<file path="src/rtl/router_pkg.sv">
// ---------------------------------------------------------------------------
// router_pkg
//   Shared definitions for the parametrised router control FSM.
//   - state_t         : FSM state encoding (DA, LFD, LD, FFS, LAF, LP, CPE,
//                       WTE, DROP)
//   - STATE_W         : width of the state register
//   - DEFAULT_NUM_PORTS / DEFAULT_TIMEOUT_CYCLES : parameter defaults
// ---------------------------------------------------------------------------
package router_pkg;

  localparam int STATE_W                = 4;
  localparam int DEFAULT_NUM_PORTS      = 3;
  localparam int DEFAULT_TIMEOUT_CYCLES = 1024;

  typedef enum logic [STATE_W-1:0] {
    DA   = 4'd0,  // DECODE_ADDRESS
    LFD  = 4'd1,  // LOAD_FIRST_DATA
    LD   = 4'd2,  // LOAD_DATA
    FFS  = 4'd3,  // FIFO_FULL_STATE
    LAF  = 4'd4,  // LOAD_AFTER_FULL
    LP   = 4'd5,  // LOAD_PARITY
    CPE  = 4'd6,  // CHECK_PARITY_ERROR
    WTE  = 4'd7,  // WAIT_TILL_EMPTY
    DROP = 4'd8   // discard packet with invalid address
  } state_t;

endpackage

</file>
<file path="src/rtl/router_wait_timer.sv">
// ---------------------------------------------------------------------------
// router_wait_timer
//   Clear/enable cycle counter with a terminal-count pulse. tc is high in the
//   enabled cycle in which the count equals LIMIT-1.
//   Ports:
//     clock  : system clock
//     resetn : asynchronous active-low reset
//     clr    : synchronous clear (wins over en)
//     en     : count enable
//     tc     : terminal count reached in this cycle
// ---------------------------------------------------------------------------
module router_wait_timer #(
  parameter int LIMIT = 1024
) (
  input  logic clock,
  input  logic resetn,
  input  logic clr,
  input  logic en,
  output logic tc
);

  localparam int CNT_W = (LIMIT > 1) ? $clog2(LIMIT) : 1;

  logic [CNT_W-1:0] count_reg;

  always_ff @(posedge clock or negedge resetn) begin
    if (!resetn) begin
      count_reg <= '0;
    end else if (clr) begin
      count_reg <= '0;
    end else if (en) begin
      // Wraps after tc; the FSM leaves the wait state on tc anyway.
      if (count_reg == CNT_W'(LIMIT - 1)) count_reg <= '0;
      else                                count_reg <= count_reg + 1'b1;
    end
  end

  assign tc = en && (count_reg == CNT_W'(LIMIT - 1));

endmodule

</file>
<file path="src/rtl/router_fsm_np.sv">
// ---------------------------------------------------------------------------
// router_fsm_np
//   Control FSM for a 1xNUM_PORTS packet router: header decode, first data,
//   payload, FIFO-full stall, parity load/check. Packets with an out-of-range
//   address are dropped, the destination is latched, a per-port soft reset
//   aborts the packet in flight, and optionally a wait-till-empty timeout
//   drops packets whose FIFO never drains.
//
//   Optional feature macro: ROUTER_FSM_WAIT_TIMEOUT_EN
//     defined   -> WTE times out after TIMEOUT_CYCLES cycles into DROP
//     undefined -> WTE waits forever, timeout_pulse tied 0
//
//   Ports:
//     clock, resetn        : clock, asynchronous active-low reset
//     pkt_valid            : packet byte valid from source
//     data_in              : header address field (sampled in DA)
//     fifo_full            : full flag of the selected FIFO
//     fifo_empty           : per-port FIFO empty flags
//     soft_reset           : per-port soft reset from the synchroniser
//     parity_done          : parity byte loaded
//     low_packet_valid     : pkt_valid fell during full/after-full
//     dest_addr            : latched destination port (registered)
//     write_enb_reg .. busy: state decodes
//     drop_state           : packet being discarded
//     timeout_pulse        : wait timeout fired this cycle
// ---------------------------------------------------------------------------
module router_fsm_np
  import router_pkg::*;
#(
  parameter int NUM_PORTS      = DEFAULT_NUM_PORTS,
  parameter int ADDR_W         = $clog2(NUM_PORTS),
  parameter int TIMEOUT_CYCLES = DEFAULT_TIMEOUT_CYCLES
) (
  input  logic                 clock,
  input  logic                 resetn,
  input  logic                 pkt_valid,
  input  logic [ADDR_W-1:0]    data_in,
  input  logic                 fifo_full,
  input  logic [NUM_PORTS-1:0] fifo_empty,
  input  logic [NUM_PORTS-1:0] soft_reset,
  input  logic                 parity_done,
  input  logic                 low_packet_valid,
  output logic [ADDR_W-1:0]    dest_addr,
  output logic                 write_enb_reg,
  output logic                 detect_add,
  output logic                 ld_state,
  output logic                 laf_state,
  output logic                 lfd_state,
  output logic                 full_state,
  output logic                 rst_int_reg,
  output logic                 busy,
  output logic                 drop_state,
  output logic                 timeout_pulse
);

  if (NUM_PORTS < 2 || NUM_PORTS > 16 || TIMEOUT_CYCLES < 2) begin : g_bad_params
    $error("router_fsm_np: parameter out of range");
  end

  state_t state_reg, state_next;
  logic [ADDR_W-1:0] dest_addr_reg;

  // One-hot port match vectors. Selecting through a match vector keeps an
  // out-of-range header address from indexing past fifo_empty; it also makes
  // "address valid" simply "some port matched".
  logic [NUM_PORTS-1:0] hdr_match;
  logic [NUM_PORTS-1:0] dest_match;

  for (genvar gi = 0; gi < NUM_PORTS; gi++) begin : g_port
    assign hdr_match[gi]  = (data_in == ADDR_W'(gi));
    assign dest_match[gi] = (dest_addr_reg == ADDR_W'(gi));
  end

  logic addr_valid, hdr_empty, dest_empty, dest_soft, abort, timeout_fire;

  assign addr_valid = |hdr_match;
  assign hdr_empty  = |(hdr_match & fifo_empty);
  assign dest_empty = |(dest_match & fifo_empty);
  assign dest_soft  = |(dest_match & soft_reset);

  // DROP never latched a usable address, so soft reset cannot apply there.
  assign abort = dest_soft && (state_reg != DA) && (state_reg != DROP);

`ifdef ROUTER_FSM_WAIT_TIMEOUT_EN
  logic wait_tc;

  // Held clear outside WTE, so the first WTE cycle sees a count of 0.
  router_wait_timer #(
    .LIMIT (TIMEOUT_CYCLES)
  ) u_wait_timer (
    .clock  (clock),
    .resetn (resetn),
    .clr    (state_reg != WTE),
    .en     (state_reg == WTE),
    .tc     (wait_tc)
  );

  // Abort and a draining FIFO both take precedence over the timeout.
  assign timeout_fire = wait_tc && !dest_empty && !dest_soft;
`else
  assign timeout_fire = 1'b0;
`endif

  always_ff @(posedge clock or negedge resetn) begin
    if (!resetn) begin
      state_reg     <= DA;
      dest_addr_reg <= '0;
    end else begin
      state_reg <= state_next;
      if (state_reg == DA && pkt_valid) dest_addr_reg <= data_in;
    end
  end

  always_comb begin
    state_next = state_reg;
    unique case (state_reg)
      DA: begin
        if (pkt_valid && addr_valid && hdr_empty)  state_next = LFD;
        else if (pkt_valid && addr_valid)          state_next = WTE;
        else if (pkt_valid)                        state_next = DROP;
      end
      LFD:  state_next = LD;
      LD: begin
        if (fifo_full)       state_next = FFS;
        else if (!pkt_valid) state_next = LP;
      end
      FFS: begin
        if (!fifo_full) state_next = LAF;
      end
      LAF: begin
        if (parity_done)           state_next = DA;
        else if (low_packet_valid) state_next = LP;
        else                       state_next = LD;
      end
      LP:   state_next = CPE;
      CPE:  state_next = fifo_full ? FFS : DA;
      WTE: begin
        if (dest_empty)        state_next = LFD;
        else if (timeout_fire) state_next = DROP;
      end
      DROP: begin
        if (!pkt_valid) state_next = DA;
      end
      default: state_next = DA;
    endcase
    if (abort) state_next = DA;
  end

  assign dest_addr     = dest_addr_reg;
  assign detect_add    = (state_reg == DA);
  assign lfd_state     = (state_reg == LFD);
  assign ld_state      = (state_reg == LD);
  assign laf_state     = (state_reg == LAF);
  assign full_state    = (state_reg == FFS);
  assign rst_int_reg   = (state_reg == CPE);
  assign drop_state    = (state_reg == DROP);
  assign write_enb_reg = (state_reg == LD) || (state_reg == LAF) || (state_reg == LP);
  // Not busy in DA/LD/DROP so the source keeps streaming bytes.
  assign busy          = (state_reg == LFD) || (state_reg == FFS) || (state_reg == LAF) ||
                         (state_reg == LP)  || (state_reg == CPE) || (state_reg == WTE);
  assign timeout_pulse = timeout_fire;

endmodule

</file>
<file path="config.mk">
export PLATFORM = sky130hd
export DESIGN_NAME = router_fsm_np
export DESIGN_NICKNAME = d
export VERILOG_FILES = /design/src/rtl/router_pkg.sv /design/src/rtl/router_wait_timer.sv /design/src/rtl/router_fsm_np.sv
export SDC_FILE = /design/constraint.sdc
export NUM_CORES = 1
export LEC_CHECK = 0
export ABC_AREA = 0
export BUFFER_PORTS_ARGS = -buffer_cell sky130_fd_sc_hd__buf_2
export CAP_MARGIN = 20
export CORE_MARGIN = 10
export CORE_UTILIZATION = 45
export CTS_CLUSTER_SIZE = 24
export DETAILED_ROUTE_END_ITERATION = 6
export GPL_TIMING_DRIVEN = 0
export PLACE_DENSITY = 0.77
export SLEW_MARGIN = 20
export SYNTH_ARGS = -nofsm -noshare
export SYNTH_HDL_FRONTEND = slang
export SYNTH_SLANG_ARGS = --single-unit
</file>
<file path="constraint.sdc">
create_clock -name clock -period 3.9 [get_ports clock]
set_input_delay 0 -clock clock [delete_from_list [all_inputs] [get_ports clock]]
set_output_delay 0 -clock clock [all_outputs]
set_load 0.02 [all_outputs]
</file>
==> flow_metrics.tcl, run 1 <==
set metrics [dict create \
    status "finished, final reports clean" \
    drc 0 \
    grt_pass1_wl_um 2700 \
    grt_max_degree 11 \
    start_kind "register" \
    gp_congestion 0.800 \
    path_class "register to register" \
    tritoncts "yes" \
    ioPinCount 26 \
    numCtsBuffers 3 \
    fmax_mhz 645 \
    clk_pin_slew_ps 50 \
    p_switching_uw 289 \
    period_share_pct 39.7 \
    setup_viol 0 \
    drv_slew 0 \
    synthesis.nets 86 \
    cts_buffer_depth 2 \
    synth.top_cell.area_share_pct 23.9 \
    critical_path_peak_fanout 10 \
    fin_skew_ps 1.45 \
    vias_per_cell 5.50 \
    yosysWarningCount 0 \
    worstSetupEndpointType "register" \
    hold_viol 0 \
    ctsResizeCount 0 \
    drt_iter0_markers 9 \
    dp.cells 111 \
    routed_wl_um 1630 \
    areaGrowthSynthToFinish_pct 27.2 \
    power_frac_clock_pct 9.7 \
    ys_seq_area_share_pct 23.9 \
    synthTopCellsByArea "dfrtp_1 (24%), mux2i_1 (9.5%), nor2_1 (4.8%)" \
    netSwitchingFraction_pct 49.4 \
    drv_cap 0 \
    yosys.cell_types.count 36 \
    required_ps 4060 \
    async_reset_ff_share_pct 100 \
    share_comb_of_total_power_pct 70.4 \
    dieArea_um2 3290 \
    cp_cell_sequence "buf_2, a21o_1, and3_4, a211oi_2, mux2i_1" \
    ys_ff_latch 6 \
    syn_area_per_cell_um2 8.74 \
    power_density_nw_per_um2 732 \
    insertion_delay_ps 240 \
    critPathTopFamily "compound AO/OA/AOI/OAI gates" \
    cts.sinks 6 \
    grt-ovfl-total 0 \
    place_ws_ps 2330 \
    critical_path_buf_inv_count 1 \
    die_height_um 57.4 \
    setup_slack_ps 2350 \
    synth-edff-count 0 \
    drive_above_1_share_pct 44.0 \
    min_path_type "input port to register" \
    wl_per_cell_um 14.1 \
    die_w_um 57.4 \
    rsz0062_at_grt "no" \
    rows 13 \
    largest_reg_flops 4 \
    core_um2 1320 \
    layout_min_cycle_time_ps 1550 \
    cp_slowest_stage_delay_ps 420 \
    portBuffers 24 \
    fin_tns_setup_ps 0 \
    critical_path.slowest_cell "dfrtp_1" \
    p_leak_nw 0.408 \
    yosys.area.top_type "dfrtp_1" \
    stdcell_count 115 \
    hpwl_um 1330 \
    drtPass1Iterations 4 \
    ir_drop_v 0.000352 \
    grt_usage_pct 9.75 \
    intPower_uw 297 \
    antenna_cells 0 \
    antenna_left 0 \
    vias 633 \
    syn_inst 72 \
    h-tree-depth 1 \
    synth_flop_cell "dfrtp_1" \
    pwr-share-seq_pct 19.9 \
    post_cts_buffers 0 \
    grt_pass1_vias 641 \
    antenna_found_initial 0 \
    root_buffer "clkbuf_4" \
    nets 116 \
    critPathArrivalTime_ps 1710 \
    syn-cell-area_um2 629 \
    start_util_pct 47.8 \
]
cells in the final DEF, fill, tap and decap left out, types with 2 or more instances in the layout:
cell type,n
inv_1,2
dfrtp_1,6
o21ai_0,5
nor3_1,3
nor2b_1,3
a22oi_2,2
buf_2,26
clkbuf_4,3
nand2_1,3
a21oi_1,2
o211ai_1,2
buf_6,2
nand2b_1,2
mux2_2,2
mux2i_1,6
and3_2,2
nor2_1,8
cell families after synthesis:
kind of cell | Yosys count | share of synthesized area (%)
other | 1 | 0.596
buffers and inverters | 8 | 8.95
and+or+nand+nor | 31 | 30.8
DFF | 6 | 23.9
AOI/OAI and AO/OA | 18 | 22.7
muxes | 8 | 13.1
power by group through the flow:
stage	combinational, mW	clock (mW)	sequential [mW]
finish	0.413	0.0569	0.116
global route	0.456	0.0625	0.121
CTS	0.415	0.0598	0.117
detailed placement	0.413	0	0.117
global placement	0.405	0	0.117
floorplan	0.301	0	0.127
path summary, 6_finish.rpt:
| check | startpoint | endpoint | slack, ps | cells after the start |
|---|---|---|---|---|
| worst max-delay path | state_reg[3]$_DFFE_PN0P_ | state_reg[2]$_DFFE_PN0P_ | 2350 | 5 |
| worst min-delay path | data_in[1] | dest_addr[1]$_DFFE_PN0P_ | 40 | 2 |
| worst max register to register | state_reg[3]$_DFFE_PN0P_ | state_reg[2]$_DFFE_PN0P_ | 2350 | 5 |
| worst min register to register | dest_addr[0]$_DFFE_PN0P_ | dest_addr[0]$_DFFE_PN0P_ | 620 | 1 |
| max in group asynchronous | resetn | state_reg[1]$_DFFE_PN0P_ | 3640 | 2 |
| min in group asynchronous | resetn | dest_addr[0]$_DFFE_PN0P_ | 110 | 2 |
layer usage:
metal	share of wire [%]	up-vias	routed length, µm	global-route usage, %
li1	-	322	-	-
met5	0	-	0	0
met1	44	287	723	11.3
met2	46	24	740	15.3
met4	0	0	0	4.03
met3	9.9	0	161	3.98
repair_timing:
action,4_1_cts,5_1_grt
setup endpoints to repair,0,0
hold buffers,1,0
endpoints found under the hold margin,6,0
through the flow:
step                power (mW)  instance area [µm²]  utilization (%)  hold slack [ps]
finish                   0.586                  801             60.8             35.8
global route             0.639                  801             60.8             36.3
global placement         0.522                  768             58.3             -169
detailed placement       0.530                  768             58.3             -165
CTS                      0.592                  801             60.8             27.5
floorplan                0.427                  629                -             -296
synthesized netlist by cell type (2+ instances only):
cell and count:
mux2_2 2, nand2_1 3, inv_1 2, dfrtp_1 6, and3_2 2, buf_6 2
mux2i_1 6, o211ai_1 2, nor2b_1 3, nor2_1 8, a21oi_1 2, nor3_1 3
o21ai_0 5, a22oi_2 2, buf_2 2, nand2b_1 2
layout make-up:
class	instances	area (µm²)
buffer	5	40.0
clock buffer	3	22.5
fill	122	517
inverter	3	16.3
multi-input combinational	58	423
sequential	6	150
tap	15	18.8
timing repair buffer	25	130
worst reg2reg max path, delay by kind of cell (launching register included):
family          cells  cell delay, ps
simple gates        1             180
flops               1             420
mux                 1             220
compound gates      2             460
buf+inv             1             200
Power figures use the tool's default switching activity.
==> inputs of run 2 (changes only) <==
--- a/config.mk
+++ b/config.mk
@@ -5,7 +5,7 @@
 export SDC_FILE = /design/constraint.sdc
 export NUM_CORES = 1
 export LEC_CHECK = 0
-export ABC_AREA = 0
+export ABC_AREA = 1
 export BUFFER_PORTS_ARGS = -buffer_cell sky130_fd_sc_hd__buf_2
 export CAP_MARGIN = 20
 export CORE_MARGIN = 10
==> constraint.sdc (replaced) <==
create_clock -name clock -period 1.5 [get_ports clock]
set_input_delay 0 -clock clock [delete_from_list [all_inputs] [get_ports clock]]
set_output_delay 0 -clock clock [all_outputs]
set_load 0.02 [all_outputs]
==> flow_metrics.tcl, run 2 <==
set metrics [dict create \
    status "finished, final reports clean" \
    ys_ff_latch 6 \
    ys_seq_area_share_pct 24.3 \
    synth_flop_cell "dfrtp_1" \
    syn-cell-area_um2 618 \
    gp_congestion 0.881 \
    syn_inst 112 \
    drc 0 \
    drv_slew 0 \
    synthTopCellsByArea "dfrtp_1 (24%), nand2_1 (19%), inv_1 (13%)" \
    start_kind "register" \
    antenna_cells 0 \
    post-synth-top-count-cell "nand2_1" \
    grt-ovfl-total 0 \
    critPathArrivalTime_ps 1540 \
    cts.sinks 6 \
    wl_per_cell_um 11.4 \
    fin_skew_ps 0.408 \
    setup_slack_ps 130 \
    worstReg2RegEnd "state_reg[2]$_DFFE_PN0P_" \
    areaGrowthSynthToFinish_pct 28.9 \
    start_util_pct 47.5 \
    die_w_um 57.1 \
    yosysWarningCount 0 \
    period_share_pct 91.3 \
    fillers 140 \
    cts_buffer_depth 2 \
    synth-edff-count 0 \
    ir_drop_v 0.00107 \
    hpwl_um 1540 \
    power_density_nw_per_um2 1740 \
    layout_min_cycle_time_ps 1370 \
    die_height_um 57.1 \
    largest_reg_flops 4 \
    routed_wl_um 1760 \
    yosys.area.top_type "dfrtp_1" \
    drt_iter0_markers 18 \
    place_ws_ps 145 \
    critical_path_peak_fanout 5 \
    path_class "register to register" \
    insertion_delay_ps 230 \
    vias_per_cell 4.97 \
    portBuffers 24 \
    hold_viol 0 \
    min_path_cells 3 \
    min_from "data_in[1]" \
    hold_end "dest_addr[1]$_DFFE_PN0P_" \
    nets 156 \
    ioPinCount 26 \
    yosys.cell_types.count 16 \
    setup_viol 0 \
    antenna_left 0 \
    grt_pass1_vias 764 \
    dieArea_um2 3260 \
    vias 770 \
    required_ps 1670 \
    synth_commonest_cells "nand2_1 (32), inv_1 (22), nand3_1 (16)" \
    fin_tns_setup_ps 0 \
    async_reset_ff_share_pct 100 \
    fmax_mhz 730 \
    worst_hold_slack_ps 32.2 \
    core_um2 1300 \
    timing.rr.start "state_reg[3]$_DFFE_PN0P_" \
    h-tree-depth 1 \
    r2r_slack_ps 130 \
    antenna_found_initial 0 \
    grt_max_degree 7 \
    tritoncts "yes" \
    root_buffer "clkbuf_4" \
    synthesis.nets 126 \
    grt_usage_pct 10.4 \
    drive_above_1_share_pct 26.4 \
    min_path_type "input port to register" \
    reg2regPathDepth 7 \
    rsz0062_at_grt "no" \
    drv_cap 0 \
    drtPass1Iterations 4 \
    p_leak_nw 0.502 \
    synth.top_cell.area_share_pct 24.3 \
    grt_pass1_wl_um 2940 \
    worstSetupEndpointType "register" \
    numCtsBuffers 3 \
    final_cell_mix "nand2_1 (31), buf_2 (24), inv_1 (22), nand3_1 (16), nor2_1 (14)" \
    rows 13 \
    final_common_cell "nand2_1" \
    clk_pin_slew_ps 40 \
    syn_area_per_cell_um2 5.52 \
]
==> run 2: kinds of logic (layout without fill, tap and decap cells) <==
| family | Yosys count | after routing | share of synthesized area, % |
|---|---|---|---|
| other cells | 1 | 1 | 0.607 |
| flops | 6 | 6 | 24.3 |
| compound gates | 9 | 9 | 7.89 |
| simple gates | 72 | 72 | 52.0 |
| buf+inv | 24 | 52 | 15.2 |
==> run 2: layout make-up <==
cell class / instances / area (µm²) / area share (%)
Tap cell: 15 / 18.8 / 2.35
Clock buffer: 3 / 22.5 / 2.83
Timing Repair Buffer: 25 / 130 / 16.3
Multi-Input combinational cell: 82 / 382 / 47.9
Buffer: 1 / 7.51 / 0.942
Inverter: 23 / 86.3 / 10.8
Sequential cell: 6 / 150 / 18.8
==> run 2: stage by stage <==
step	total power, mW	instances	util, %	area, µm²
floorplan	0.964	112	-	618
global placement	1.22	151	58.2	757
detailed placement	1.23	151	58.2	757
CTS	1.38	155	60.7	790
global route	1.53	155	61.3	797
finish	1.39	155	61.3	797
==> run 2: how the worst max path moves through the flow <==
stage                     slack (ps)                      from                       end  depth (start not counted)
after global placement           160  state_reg[0]$_DFFE_PN0P_  state_reg[2]$_DFFE_PN0P_                          7
after floorplan                  100  state_reg[3]$_DFFE_PN0P_  state_reg[0]$_DFFE_PN0P_                          9
after detailed placement         140  state_reg[3]$_DFFE_PN0P_  state_reg[2]$_DFFE_PN0P_                          7
final                            130  state_reg[3]$_DFFE_PN0P_  state_reg[2]$_DFFE_PN0P_                          7
after CTS                        130  state_reg[0]$_DFFE_PN0P_  state_reg[2]$_DFFE_PN0P_                          7
after global routing              30  state_reg[3]$_DFFE_PN0P_  state_reg[2]$_DFFE_PN0P_                          7
==> run 2: metal layers <==
layer	wire length (µm)	vias to the layer above	share of wire, %	GRT usage [%]
met5	0	-	0	0
met4	0	0	0	5.37
met3	178	0	10	2.88
met2	894	36	51	17.8
met1	691	331	39	11.3
li1	-	403	-	-
==> run 2: critical path, stage by stage (launching register included) <==
cell	delay, ps
dfrtp_1	430
nor2_2	230
nand2_2	110
nor2_2	110
nand3_1	110
a21oi_1	170
nand3_1	80
nand2_1	60
==> run 2: repair_timing <==
item / 4_1_cts / 5_1_grt
resized for setup: 0 / 2
buffers inserted: 0 / 0
hold endpoints to repair: 6 / 0
hold buffers: 1 / 0
setup endpoints to repair: 0 / 2
==> run 2: power by group <==
group	internal, mW	switching, mW	total, mW
sequential	0.225	0.0855	0.311
clock	0.0899	0.0489	0.139
combinational	0.302	0.635	0.937
total	0.617	0.769	1.39
==> inputs of run 3 (changes only) <==
--- a/config.mk
+++ b/config.mk
@@ -9,11 +9,11 @@
 export BUFFER_PORTS_ARGS = -buffer_cell sky130_fd_sc_hd__buf_2
 export CAP_MARGIN = 20
 export CORE_MARGIN = 10
-export CORE_UTILIZATION = 45
+export CORE_UTILIZATION = 46
 export CTS_CLUSTER_SIZE = 24
 export DETAILED_ROUTE_END_ITERATION = 6
 export GPL_TIMING_DRIVEN = 0
-export PLACE_DENSITY = 0.77
+export PLACE_DENSITY = 0.78
 export SLEW_MARGIN = 20
 export SYNTH_ARGS = -nofsm -noshare
 export SYNTH_HDL_FRONTEND = slang
==> flow_metrics.tcl, run 3 (synthesized netlist as in run 2, its figures left out) <==
set metrics [dict create \
    status "finished, final reports clean" \
    grt_max_degree 7 \
    power_density_nw_per_um2 1740 \
    cp_slowest_stage_delay_ps 430 \
    die_height_um 56.7 \
    grt_usage_pct 10.9 \
    areaGrowthSynthToFinish_pct 28.3 \
    antenna_found_initial 0 \
    clk_pin_slew_ps 40 \
    fin_skew_ps 0.649 \
    numCtsBuffers 3 \
    post_cts_buffers 0 \
    worstSetupEndpointType "register" \
    hold_viol 0 \
    h-tree-depth 1 \
    drt_iter0_markers 13 \
    p_leak_nw 0.499 \
    vias 754 \
    die_w_um 56.7 \
    cts_buffer_depth 2 \
    worst_hold_slack_ps 30.1 \
    antenna_left 0 \
    cts.sinks 6 \
    portBuffers 24 \
    drv_slew 0 \
    critPathArrivalTime_ps 1480 \
    rows 13 \
    fmax_mhz 735 \
    critical_path_peak_fanout 5 \
    nets 156 \
    root_buffer "clkbuf_4" \
    final_cell_mix "nand2_1 (32), buf_2 (24), inv_1 (22), nand3_1 (16), nor2_1 (13)" \
    fin_tns_setup_ps 0 \
    insertion_delay_ps 240 \
    period_share_pct 90.7 \
    total_power_mw 1.38 \
    drive_above_1_share_pct 27.1 \
    final_common_cell "nand2_1" \
    min_path_type "input port to register" \
    critical_path.slowest_cell "dfrtp_2" \
    drtPass1Iterations 4 \
    setup_viol 0 \
    path_class "register to register" \
    drv_cap 0 \
    start_kind "register" \
    cp_cell_sequence "nor2_2, nand3_1, nand2_1, nand2_1, nand3_1, nand2_2, nand3_1, nand2_1" \
    utilization_pct 61.7 \
    reg2regPathDepth 8 \
    grt-ovfl-total 0 \
    ioPinCount 26 \
    largest_reg_flops 4 \
    rsz0062_at_grt "no" \
    antenna_cells 0 \
    required_ps 1620 \
    grt_pass1_vias 749 \
    routed_wl_um 1720 \
    start_util_pct 48.1 \
    gp_congestion 0.910 \
    core_um2 1280 \
    vias_per_cell 4.86 \
    hpwl_um 1500 \
    drc 0 \
    grt_pass1_wl_um 2970 \
    tritoncts "yes" \
    layout_min_cycle_time_ps 1360 \
    dieArea_um2 3210 \
    ir_drop_v 0.00107 \
    min_path_cells 3 \
    wl_per_cell_um 11.1 \
]
==> run 3: cell counts in the layout (fill, tap and decap cells not counted) <==
Identical to the previous run, type by type.
==> run 3: power breakdown <==
part | leakage, nW | internal, mW | switching, mW
registers | 0.0757 | 0.226 | 0.0731
clock network | 0.0138 | 0.0899 | 0.0504
logic | 0.409 | 0.296 | 0.646
total | 0.499 | 0.612 | 0.770
==> run 3: repair_timing <==
action / CTS / global route
hold endpoints to repair: 6 / 0
gates resized for setup: 0 / 2
hold buffers: 1 / 0
endpoints found under the setup margin: 0 / 3
==> run 3: layer usage <==
layer	vias to the layer above	global-route usage, %	routed length [µm]
li1	402	-	-
met1	333	12.0	735
met2	17	18.8	881
met3	2	2.02	90
met4	0	5.84	16
met5	-	0	0
==> run 3: critical path: cells and delay by family (launching register included) <==
| family | cells | cell delay [ps] |
|---|---|---|
| and+or+nand+nor | 8 | 820 |
| DFF | 1 | 430 |
==> run 3: worst paths after layout <==
kind | startpoint | to | slack, ps
setup / recovery | state_reg[3]$_DFFE_PN0P_ | state_reg[0]$_DFFE_PN0P_ | 140
hold / removal | data_in[0] | dest_addr[0]$_DFFE_PN0P_ | 30
setup reg to reg | state_reg[3]$_DFFE_PN0P_ | state_reg[0]$_DFFE_PN0P_ | 140
hold reg to reg | state_reg[2]$_DFFE_PN0P_ | state_reg[3]$_DFFE_PN0P_ | 510
max in group asynchronous | resetn | state_reg[3]$_DFFE_PN0P_ | 1240
min in group asynchronous | resetn | state_reg[1]$_DFFE_PN0P_ | 110
==> run 3: layout make-up <==
class / count / area (µm²)
multi-input cells: 82 / 377
repair buffers: 25 / 130
inverters: 23 / 86.3
flip-flops and latches: 6 / 151
plain buffers: 1 / 7.51
clock buffers: 3 / 22.5
fillers: 134 / 492
well taps: 15 / 18.8
==> run 3: per-stage QoR <==
stage / setup WS, ps / std cells / instance area (µm²)
after detailed placement: 165 / 151 / 757
after floorplan: 104 / 112 / 618
after global placement: 167 / 151 / 757
after global routing: 9.17 / 155 / 793
final: 139 / 155 / 793
after CTS: 160 / 155 / 790
